### config.mk
export PLATFORM = sky130hd
export DESIGN_NAME = ifetch_stage
export DESIGN_NICKNAME = d
export VERILOG_FILES = /design/src/rtl/riscv_pkg.sv /design/src/rtl/ifetch_stage_if_id_reg.sv /design/src/rtl/ifetch_stage.sv
export SDC_FILE = /design/constraint.sdc
export NUM_CORES = 1
export LEC_CHECK = 0
export BUFFER_PORTS_ARGS = -buffer_cell sky130_fd_sc_hd__buf_2
export CORE_UTILIZATION = 48
export DETAILED_ROUTE_END_ITERATION = 10
export GPL_ROUTABILITY_DRIVEN = 1
export PLACE_DENSITY = 0.76
export SYNTH_ARGS = -nofsm -noshare
export SYNTH_HDL_FRONTEND = slang
export SYNTH_SLANG_ARGS = --single-unit
### constraint.sdc
create_clock -name clk -period 2 [get_ports clk]
set_input_delay 0.4 -clock clk [delete_from_list [all_inputs] [get_ports clk]]
set_output_delay 0.4 -clock clk [all_outputs]
set_load 0.05 [all_outputs]
### src/rtl/riscv_pkg.sv
// Shared RV32 front-end definitions: widths, bubble encoding, fetch FSM states
// and the opcodes the decode/immediate logic keys on.
package riscv_pkg;

  localparam int          XLEN     = 32;
  localparam logic [31:0] NOP_INST = 32'h0000_0013;

  localparam logic [6:0] OPC_LUI    = 7'b0110111;
  localparam logic [6:0] OPC_AUIPC  = 7'b0010111;
  localparam logic [6:0] OPC_JAL    = 7'b1101111;
  localparam logic [6:0] OPC_JALR   = 7'b1100111;
  localparam logic [6:0] OPC_BRANCH = 7'b1100011;
  localparam logic [6:0] OPC_LOAD   = 7'b0000011;
  localparam logic [6:0] OPC_STORE  = 7'b0100011;
  localparam logic [6:0] OPC_OP_IMM = 7'b0010011;

  typedef enum logic [1:0] {
    S_REQ  = 2'd0,
    S_WAIT = 2'd1,
    S_HOLD = 2'd2,
    S_DROP = 2'd3
  } fetch_state_e;

endpackage

### src/rtl/ifetch_stage_if_id_reg.sv
// IF/ID pipeline register. Flush beats load beats consume; an empty slot
// always carries the bubble encoding so decode never sees stale bits.
module if_id_reg
  import riscv_pkg::*;
#(
  parameter int          XLEN     = riscv_pkg::XLEN,
  parameter logic [31:0] NOP_INST = riscv_pkg::NOP_INST
) (
  input  logic            clk,
  input  logic            rst_n,
  input  logic            i_flush,
  input  logic            i_load,
  input  logic            i_consume,
  input  logic [XLEN-1:0] i_pc,
  input  logic [31:0]     i_inst,
  output logic            o_valid,
  output logic [XLEN-1:0] o_pc,
  output logic [XLEN-1:0] o_pc4,
  output logic [31:0]     o_inst
);

  logic            r_valid;
  logic [XLEN-1:0] r_pc;
  logic [XLEN-1:0] r_pc4;
  logic [31:0]     r_inst;

  always_ff @(posedge clk or negedge rst_n) begin
    if (!rst_n) begin
      r_valid <= 1'b0;
      r_pc    <= '0;
      r_pc4   <= XLEN'(4);
      r_inst  <= NOP_INST;
    end else if (i_flush) begin
      r_valid <= 1'b0;
      r_inst  <= NOP_INST;
    end else if (i_load) begin
      r_valid <= 1'b1;
      r_pc    <= i_pc;
      r_pc4   <= i_pc + XLEN'(4);
      r_inst  <= i_inst;
    end else if (i_consume) begin
      r_valid <= 1'b0;
      r_inst  <= NOP_INST;
    end
  end

  assign o_valid = r_valid;
  assign o_pc    = r_pc;
  assign o_pc4   = r_pc4;
  assign o_inst  = r_inst;

endmodule

### src/rtl/ifetch_stage.sv
// Instruction fetch: PC, single-outstanding valid/ready memory request, a
// one-word skid for responses that arrive while decode is stalled, and IF/ID.
module ifetch_stage
  import riscv_pkg::*;
#(
  parameter int             XLEN     = riscv_pkg::XLEN,
  parameter logic [XLEN-1:0] RESET_PC = '0,
  parameter logic [31:0]    NOP_INST = riscv_pkg::NOP_INST
) (
  input  logic            clk,
  input  logic            reset_n,
  output logic            imem_req_valid,
  input  logic            imem_req_ready,
  output logic [XLEN-1:0] imem_addr,
  input  logic            imem_rsp_valid,
  input  logic [31:0]     imem_rsp_data,
  input  logic            stall_id,
  input  logic            flush_if,
  input  logic [XLEN-1:0] redirect_pc,
  output logic            if_id_valid,
  output logic [XLEN-1:0] if_id_pc,
  output logic [XLEN-1:0] if_id_pc4,
  output logic [31:0]     if_id_inst
);

  fetch_state_e    r_state, w_state_next;
  logic [XLEN-1:0] r_pc, w_pc_next;
  logic [XLEN-1:0] r_req_pc, w_req_pc_next;
  logic [31:0]     r_skid, w_skid_next;
  logic            w_accept, w_slot_free, w_load;
  logic [31:0]     w_load_inst;
  logic [XLEN-1:0] w_req_pc4;

  // Request is masked during reset even though the state already reads S_REQ.
  assign imem_req_valid = reset_n && (r_state == S_REQ);
  assign imem_addr      = r_pc;
  assign w_accept       = imem_req_valid && imem_req_ready;
  assign w_slot_free    = !stall_id || !if_id_valid;
  assign w_req_pc4      = r_req_pc + XLEN'(4);

  always_ff @(posedge clk or negedge reset_n) begin
    if (!reset_n) begin
      r_state  <= S_REQ;
      r_pc     <= RESET_PC;
      r_req_pc <= '0;
      r_skid   <= '0;
    end else begin
      r_state  <= w_state_next;
      r_pc     <= w_pc_next;
      r_req_pc <= w_req_pc_next;
      r_skid   <= w_skid_next;
    end
  end

  always_comb begin
    w_state_next  = r_state;
    w_pc_next     = r_pc;
    w_req_pc_next = r_req_pc;
    w_skid_next   = r_skid;
    w_load        = 1'b0;
    w_load_inst   = imem_rsp_data;
    if (flush_if) begin
      w_pc_next   = {redirect_pc[XLEN-1:2], 2'b00};
      w_skid_next = '0;
      // A response landing in the flush cycle retires the outstanding request.
      case (r_state)
        S_REQ:         w_state_next = w_accept ? S_DROP : S_REQ;
        S_WAIT, S_DROP: w_state_next = imem_rsp_valid ? S_REQ : S_DROP;
        default:       w_state_next = S_REQ;
      endcase
    end else begin
      case (r_state)
        S_REQ: if (w_accept) begin
          w_req_pc_next = r_pc;
          w_state_next  = S_WAIT;
        end
        S_WAIT: if (imem_rsp_valid) begin
          if (w_slot_free) begin
            w_load       = 1'b1;
            w_pc_next    = w_req_pc4;
            w_state_next = S_REQ;
          end else begin
            w_skid_next  = imem_rsp_data;
            w_state_next = S_HOLD;
          end
        end
        S_HOLD: if (w_slot_free) begin
          w_load       = 1'b1;
          w_load_inst  = r_skid;
          w_pc_next    = w_req_pc4;
          w_state_next = S_REQ;
        end
        default: if (imem_rsp_valid) w_state_next = S_REQ;
      endcase
    end
  end

  if_id_reg #(.XLEN(XLEN), .NOP_INST(NOP_INST)) u_if_id (
    .clk       (clk),
    .rst_n     (reset_n),
    .i_flush   (flush_if),
    .i_load    (w_load),
    .i_consume (!stall_id),
    .i_pc      (r_req_pc),
    .i_inst    (w_load_inst),
    .o_valid   (if_id_valid),
    .o_pc      (if_id_pc),
    .o_pc4     (if_id_pc4),
    .o_inst    (if_id_inst)
  );

`ifndef SYNTHESIS
  // Responses seen before any request since reset are stale, not violations.
  logic r_armed;
  always_ff @(posedge clk or negedge reset_n) begin
    if (!reset_n)      r_armed <= 1'b0;
    else if (w_accept) r_armed <= 1'b1;
  end

  a_no_rsp_in_req: assert property (@(posedge clk) disable iff (!reset_n)
    !(r_state == S_REQ && imem_rsp_valid && r_armed));

  a_addr_stable: assert property (@(posedge clk) disable iff (!reset_n)
    (imem_req_valid && !imem_req_ready && !flush_if) |=> $stable(imem_addr));
`endif

endmodule

* Word-level counts from Yosys, hierarchy flattened
Index checks and enable logic that the tools add are counted.
** Storage, ports and cells
- Bits in registers :: 195
- Input port bits :: 70
- Word-level logic and storage cells :: 62
- Output and inout bits :: 130
** Cells by class
- Reduce and logical (&&, ||, !) cells :: 16
- Mux-type cells :: 29
- $add $sub $neg :: 1
- Bitwise logic cells :: 1
- Eq/ne operators :: 7
** Operators by type and width (count)
- $mux W32 :: 11
- $pmux W32 S2 :: 1
- $add A32 B3 Y32 const B :: 1
- $mux W2 :: 8
- $ne A3 B3 Y1 const B :: 3
- $mux W1 :: 6
- $pmux W2 S3 :: 1
- $reduce_and A2 Y1 :: 3
- $eq A2 B2 Y1 const B :: 2
- $pmux W2 S2 :: 1
- $reduce_and A4 Y1 :: 1
- $reduce_bool A2 Y1 :: 2
- $reduce_bool A4 Y1 :: 1
- $ne A3 B1 Y1 const B :: 1
- $reduce_and A3 Y1 :: 1
- $reduce_bool A3 Y1 :: 1
- $eq A2 B1 Y1 const B :: 1
- $logic_and A1 B1 Y1 :: 2
- $logic_not A1 Y1 :: 2
- $logic_not A2 Y1 :: 1
- $pmux W1 S2 :: 1
- $reduce_or A2 Y1 :: 1
- $logic_or A1 B1 Y1 :: 1
- $not A1 Y1 :: 1

* Logic depth before layout (Yosys ltp)
- Word-level depth :: 8
- Depth in mapped cells :: 9
- Mapped depth without buffers :: 7

* Hierarchy
Synthesis repeated with hierarchy kept, for this count alone.
** Second synthesis, totals
- Cells, all modules :: 834
- Area total of the unflattened synthesis :: 9007.4 um^2
** Modules (own cells, without submodules)
- ifetch_stage :: sequential area each 2452.4 um^2, times used 1, cells each 433, area each 4974.8 um^2
- if_id_reg :: sequential area each 2382.3 um^2, times used 1, cells each 401, area each 4032.6 um^2

* Least setup slack after synthesis
OpenSTA, ideal clock, no wires.
- Kind :: register -> register
- Start point :: register r_state[1]
- End point :: register r_pc[30] (netlist: imem_addr[30])
- Data arrival time :: 1.808 ns
- Path slack :: 0.089 ns
- Path buffers :: 1
- Required time :: 1.896 ns
- Cell stages (with the launch flop) :: 8
- Library setup time :: 0.104 ns
- Clock period less this slack :: 1.911 ns
- Path through :: dfrtp_1 > inv_1 > ha_1 > mux2_2 > nand2_1 > clkbuf_1 > nor2_1 > a221oi_1
** Between the ends
- Cells in the longest elaborated chain, start to end :: 3
- Elaborated cells on any way between the ends :: 7
- Classes of those cells :: 3 x eq/ne; 2 x mux; 2 x reduce/logical
** RTL lines
- start: declaration :: RTL line ifetch_stage.sv:26 : fetch_state_e r_state, w_state_next;
- start signal: assignment :: RTL line ifetch_stage.sv:48 : r_state <= w_state_next;
- $eq A2 B2 Y1 / $eq A2 B1 Y1 (equally long branches) :: RTL line ifetch_stage.sv:72 : case (r_state)
- $pmux W32 S2 (tied with other cells) :: RTL line ifetch_stage.sv:72
- $mux W32 / $reduce_and A2 Y1 (equally long branches)
- end signal: assignment :: RTL line ifetch_stage.sv:49 : r_pc <= w_pc_next;
- end: declaration :: RTL line ifetch_stage.sv:27 : logic [XLEN-1:0] r_pc, w_pc_next;
Several ways; a longest one is shown, not always the timed one.
A chain may end at the register's enable or synchronous reset.

* Worst setup path after layout
- Start point :: register r_state[0]
- End point :: output imem_req_valid
** Between the ends
- Cells in the longest elaborated chain, start to end :: 2
** RTL lines
- $logic_not A2 Y1 :: RTL line ifetch_stage.sv:35 : assign imem_req_valid = reset_n && (r_state == S_REQ);
- $logic_and A1 B1 Y1 :: RTL line ifetch_stage.sv:35
- end: declaration :: RTL line ifetch_stage.sv:12 : output logic imem_req_valid,
Every way passes these cells.

==> flow_results.org <==
** Run status
- The flow ran to the end, and the final reports show no timing, DRC or antenna violations.

** Global route
- For met3 alone, demand over resource in global routing was 5.44%.
- Busiest grt layer :: met2
- Global-route wire length before repair :: 33300 µm
- Grt met2 use :: 37.7%
- Number of global-route vias before repair :: 6359
- Met1 usage :: 32.7%
- Antenna violations before repair :: 0
- Global routing used 24.0% of the available tracks.
- Entering global routing, the biggest net connects 139 pins.
- Leftover overflow at the end of global routing :: 0

** Clock tree
- The number of clock buffers added by TritonCTS is 17.
- CTS tree :: done
- Maximum root-to-sink buffer count :: 2
- Clock input transition at the sequential cells of the worst setup and hold paths :: 0.07 ns
- Master cell of the clock root buffer :: sky130_fd_sc_hd__clkbuf_16
- The clock drives 193 sinks.
- Number of H-tree branching levels :: 4
- At the later pin of the worst-skew pair, clock insertion delay measures 0.43 ns.

** Timing
- Headroom to the max-slew limit came out at 44.3%.
- Actual slew at the worst max-slew pin :: 0.836 ns
- Adding up every negative setup slack in the final design gives 0 ns.
- Setup repair after global routing missed its margin :: true
- Top achievable clock speed :: 516 MHz
- The routed design could run at a clock period as short as 1.94 ns.
- Setup violations remaining at the end of the flow were counted as 0.
- Number of hold violations in the final report :: 0
- Final-layout worst hold slack :: 0.0670 ns
- The final count of pins violating max slew was 0.
- Between clock sinks in the finished design, the worst skew comes to 0.0135 ns.
- Period utilisation layout :: 96.9%

** Finish
- The repair_antennas step left the layout with diodes totalling 0.
- Proportion of layout cells with a drive suffix above 1 :: 33.8%
- After the last flow step, the layout net total stands at 1081.
- Syn-to-layout area delta :: 27.6%
- Area of all placed cells without fillers :: 10700 µm²
- After filler insertion, the fill cell instance count of the layout stands at 1369.

** Job
- Across the run, the number of max-cap violations was 0.

** Yosys
- The netlist uses 45 different library cells.
- Among all cell types in the netlist, the one instantiated most often is sky130_fd_sc_hd__dfrtp_1.
- In the post-synthesis netlist, the biggest area contributors are sky130_fd_sc_hd__dfrtp_1 57%, sky130_fd_sc_hd__nand2_1 7.6%, sky130_fd_sc_hd__mux2_2 4.7%, sky130_fd_sc_hd__o21ai_0 4.2%, sky130_fd_sc_hd__mux2i_1 4.0%.
- Synthesized netlist net count :: 864
- The synthesized design contains 193 register bits.
- Asr flop ratio synth :: 100%
- The Yosys step of the flow raised 0 warnings.
- Post-synthesis instance area :: 8350 µm²
- Each instance of the synthesized netlist takes up on average 10.6 µm².
- In the synthesized netlist, the cells that appear most often are 189 x sky130_fd_sc_hd__dfrtp_1, 168 x sky130_fd_sc_hd__nand2_1, 70 x sky130_fd_sc_hd__o21ai_0.
- Cell type contributing the most total cell area after synthesis :: sky130_fd_sc_hd__dfrtp_1
- Cell count after synthesis :: 788
- Number of enable flip-flop cells after synthesis :: 0
- Sequential-to-total area share from yosys stat :: 57.9%
- The top cell type by area accounts for 56.6% of the synthesized area.
- Most common flop cell mapped by yosys :: sky130_fd_sc_hd__dfrtp_1

** Pwr
- Net switching component of the power :: 0.00797 W
- Per report_power, the sequential group accounts for 34.2% of the total.
- The clock network is responsible for 20.6% of the overall power.
- Leak :: 5.51 nW
- Dividing total power by cell area gives a power density of 1640 nW/µm².
- Proportion of power drawn by combinational gates :: 45.2%
- Maximum vdd drop :: 1160 µV
- Of the total power, the share spent switching nets is 45.7%.
- The internal portion of the total power is 0.00946 W.

** Drt
- In the final routed layout, each cell accounts on average for 17.0 µm.
- In the routed layout, each cell is associated on average with a via count of 5.36.
- Starting DRT DRC Count :: 313
- Drt drc :: 0
- In this run the remaining antenna-violating nets after routing total 0.
- Detailed routing inserted a total of 6634 vias.
- Post-Route WL :: 21000 µm
- Detailed-routing iteration count for the pre-antenna-repair pass :: 4

** Setup path
- The worst register-to-register path begins at r_req_pc[3]$_DFFE_PN0P_.
- Data arrives at the worst endpoint at 1.54 ns.
- Worst EP required :: 1.60 ns
- The worst setup path is captured at an output pin.
- Of all nets on the critical path, the largest fanout is 4.
- WS Path Type :: flop to output pin
- Critical path launch point type :: flop
- Tracing the worst setup path back leads to its startpoint at r_state[0]$_DFFE_PN0P_.

** Die
- Die extent in y :: 134 µm
- Once the floorplan was initialized, standard cells occupied 49.8% of the core.
- Core area :: 16800 µm²
- The die is 134 µm wide.
- Number of rows in the core area :: 47
- Number of top-level pins :: 200
- Total Die Area :: 17900 µm²

** Placed design
- Once detailed placement completed, the half-perimeter wirelength came to 14200 µm.
- The placed instances occupy a cell area of 9950 µm².
- Number of port buffers :: 197
- The congestion estimate from routability-driven global placement came to 0.808.

** Min path
- Class of the tightest hold or removal check :: input port to asynchronous set/reset pin
-- sequential cells by signal, summed over array words and instances, names as in the netlist --
name	count
imem_addr	32
r_req_pc	32
r_skid	32
u_if_id.o_inst	32
u_if_id.o_pc4	32
u_if_id.o_pc	30
r_state	2
u_if_id.o_valid	1
-- cells by family (layout without fill, tap and decap cells) --
kind of cell    Yosys count  in the layout  share of synthesized area, %
compound gates          148            148                          11.4
xor+xnor                 26             26                          2.73
simple gates            287            287                          15.6
fa+ha+maj                 6              6                         0.899
mux                      68             68                          8.68
buf+inv                  60            290                          2.80
flops                   193            193                          57.9
-- per-stage QoR --
step,utilization (%),worst slack [ns],power (W),instances
global placement,59.4,0.0487,0.0136,1203
finish,63.6,0.0623,0.0174,1238
CTS,63.2,0.00623,0.0175,1235
global route,63.6,-0.0263,0.0183,1238
floorplan,-,0.0886,0.0113,788
detailed placement,59.4,-0.0659,0.0138,1203
-- routing by layer --
| metal | wire length, µm | part of all wire [%] | vias to the layer above |
|---|---|---|---|
| li1 | - | - | 3180 |
| met1 | 9300 | 44 | 3206 |
| met2 | 10100 | 48 | 219 |
| met3 | 1230 | 5.8 | 29 |
| met4 | 422 | 2.0 | 0 |
| met5 | 0 | 0 | - |
-- path summary, 6_finish.rpt --
check,endpoint,slack (ns),depth (start not counted)
worst max-delay path,imem_req_valid,0.06,5
worst min-delay path,r_skid[26]$_DFFE_PN0P_,0.07,2
worst max register to register,imem_addr[20]$_DFFE_PN0P_,0.08,6
worst min register to register,u_if_id.o_pc[8]$_DFFE_PN0P_,0.47,2
max in group asynchronous,u_if_id.o_pc[29]$_DFFE_PN0P_,1.25,2
min in group clk,imem_addr[25]$_DFFE_PN0P_,0.18,3
-- cells in the final DEF, fill, tap and decap left out, types with 26 or more instances in the layout --
| master | count |
|---|---|
| sky130_fd_sc_hd__buf_4 | 42 |
| sky130_fd_sc_hd__nand3_1 | 41 |
| sky130_fd_sc_hd__buf_2 | 195 |
| sky130_fd_sc_hd__o21ai_0 | 70 |
| sky130_fd_sc_hd__nand2_1 | 167 |
| sky130_fd_sc_hd__nor2_1 | 26 |
| sky130_fd_sc_hd__mux2_2 | 35 |
| sky130_fd_sc_hd__dfrtp_1 | 189 |
| sky130_fd_sc_hd__mux2i_1 | 33 |
| sky130_fd_sc_hd__a22o_1 | 32 |
-- area by class of cell --
class	instances	area [µm²]	share of cell area [%]
sequential	193	4830	45.4
multi-input combinational	535	3360	31.5
timing repair buffer	250	1540	14.4
clock buffer	17	425	3.99
tap	220	275	2.58
clock inverter	15	200	1.88
inverter	8	30.0	0.282
-- power groups by stage --
stage / clock network (W) / registers (W) / logic (W)
floorplan: 0 / 0.00898 / 0.00234
global placement: 0 / 0.00595 / 0.00770
detailed placement: 0 / 0.00597 / 0.00785
CTS: 0.00367 / 0.00593 / 0.00788
global route: 0.00382 / 0.00611 / 0.00838
finish: 0.00359 / 0.00596 / 0.00789
-- critical path, cell delays in order, from the launching register on --
cell and delay (ns):
sky130_fd_sc_hd__dfrtp_1 0.43, sky130_fd_sc_hd__inv_2 0.09, sky130_fd_sc_hd__ha_2 0.18, sky130_fd_sc_hd__buf_4 0.12, sky130_fd_sc_hd__and2_1 0.13, sky130_fd_sc_hd__buf_6 0.16
-- what timing repair did --
item | in CTS | in global routing
hold buffers | 0 | 0
endpoints found under the setup margin | 4 | 22
cloned | 0 | 0
pin swaps | 1 | 5
resized for setup | 4 | 9
setup buffers | 0 | 3
Power figures use the tool's default switching activity.
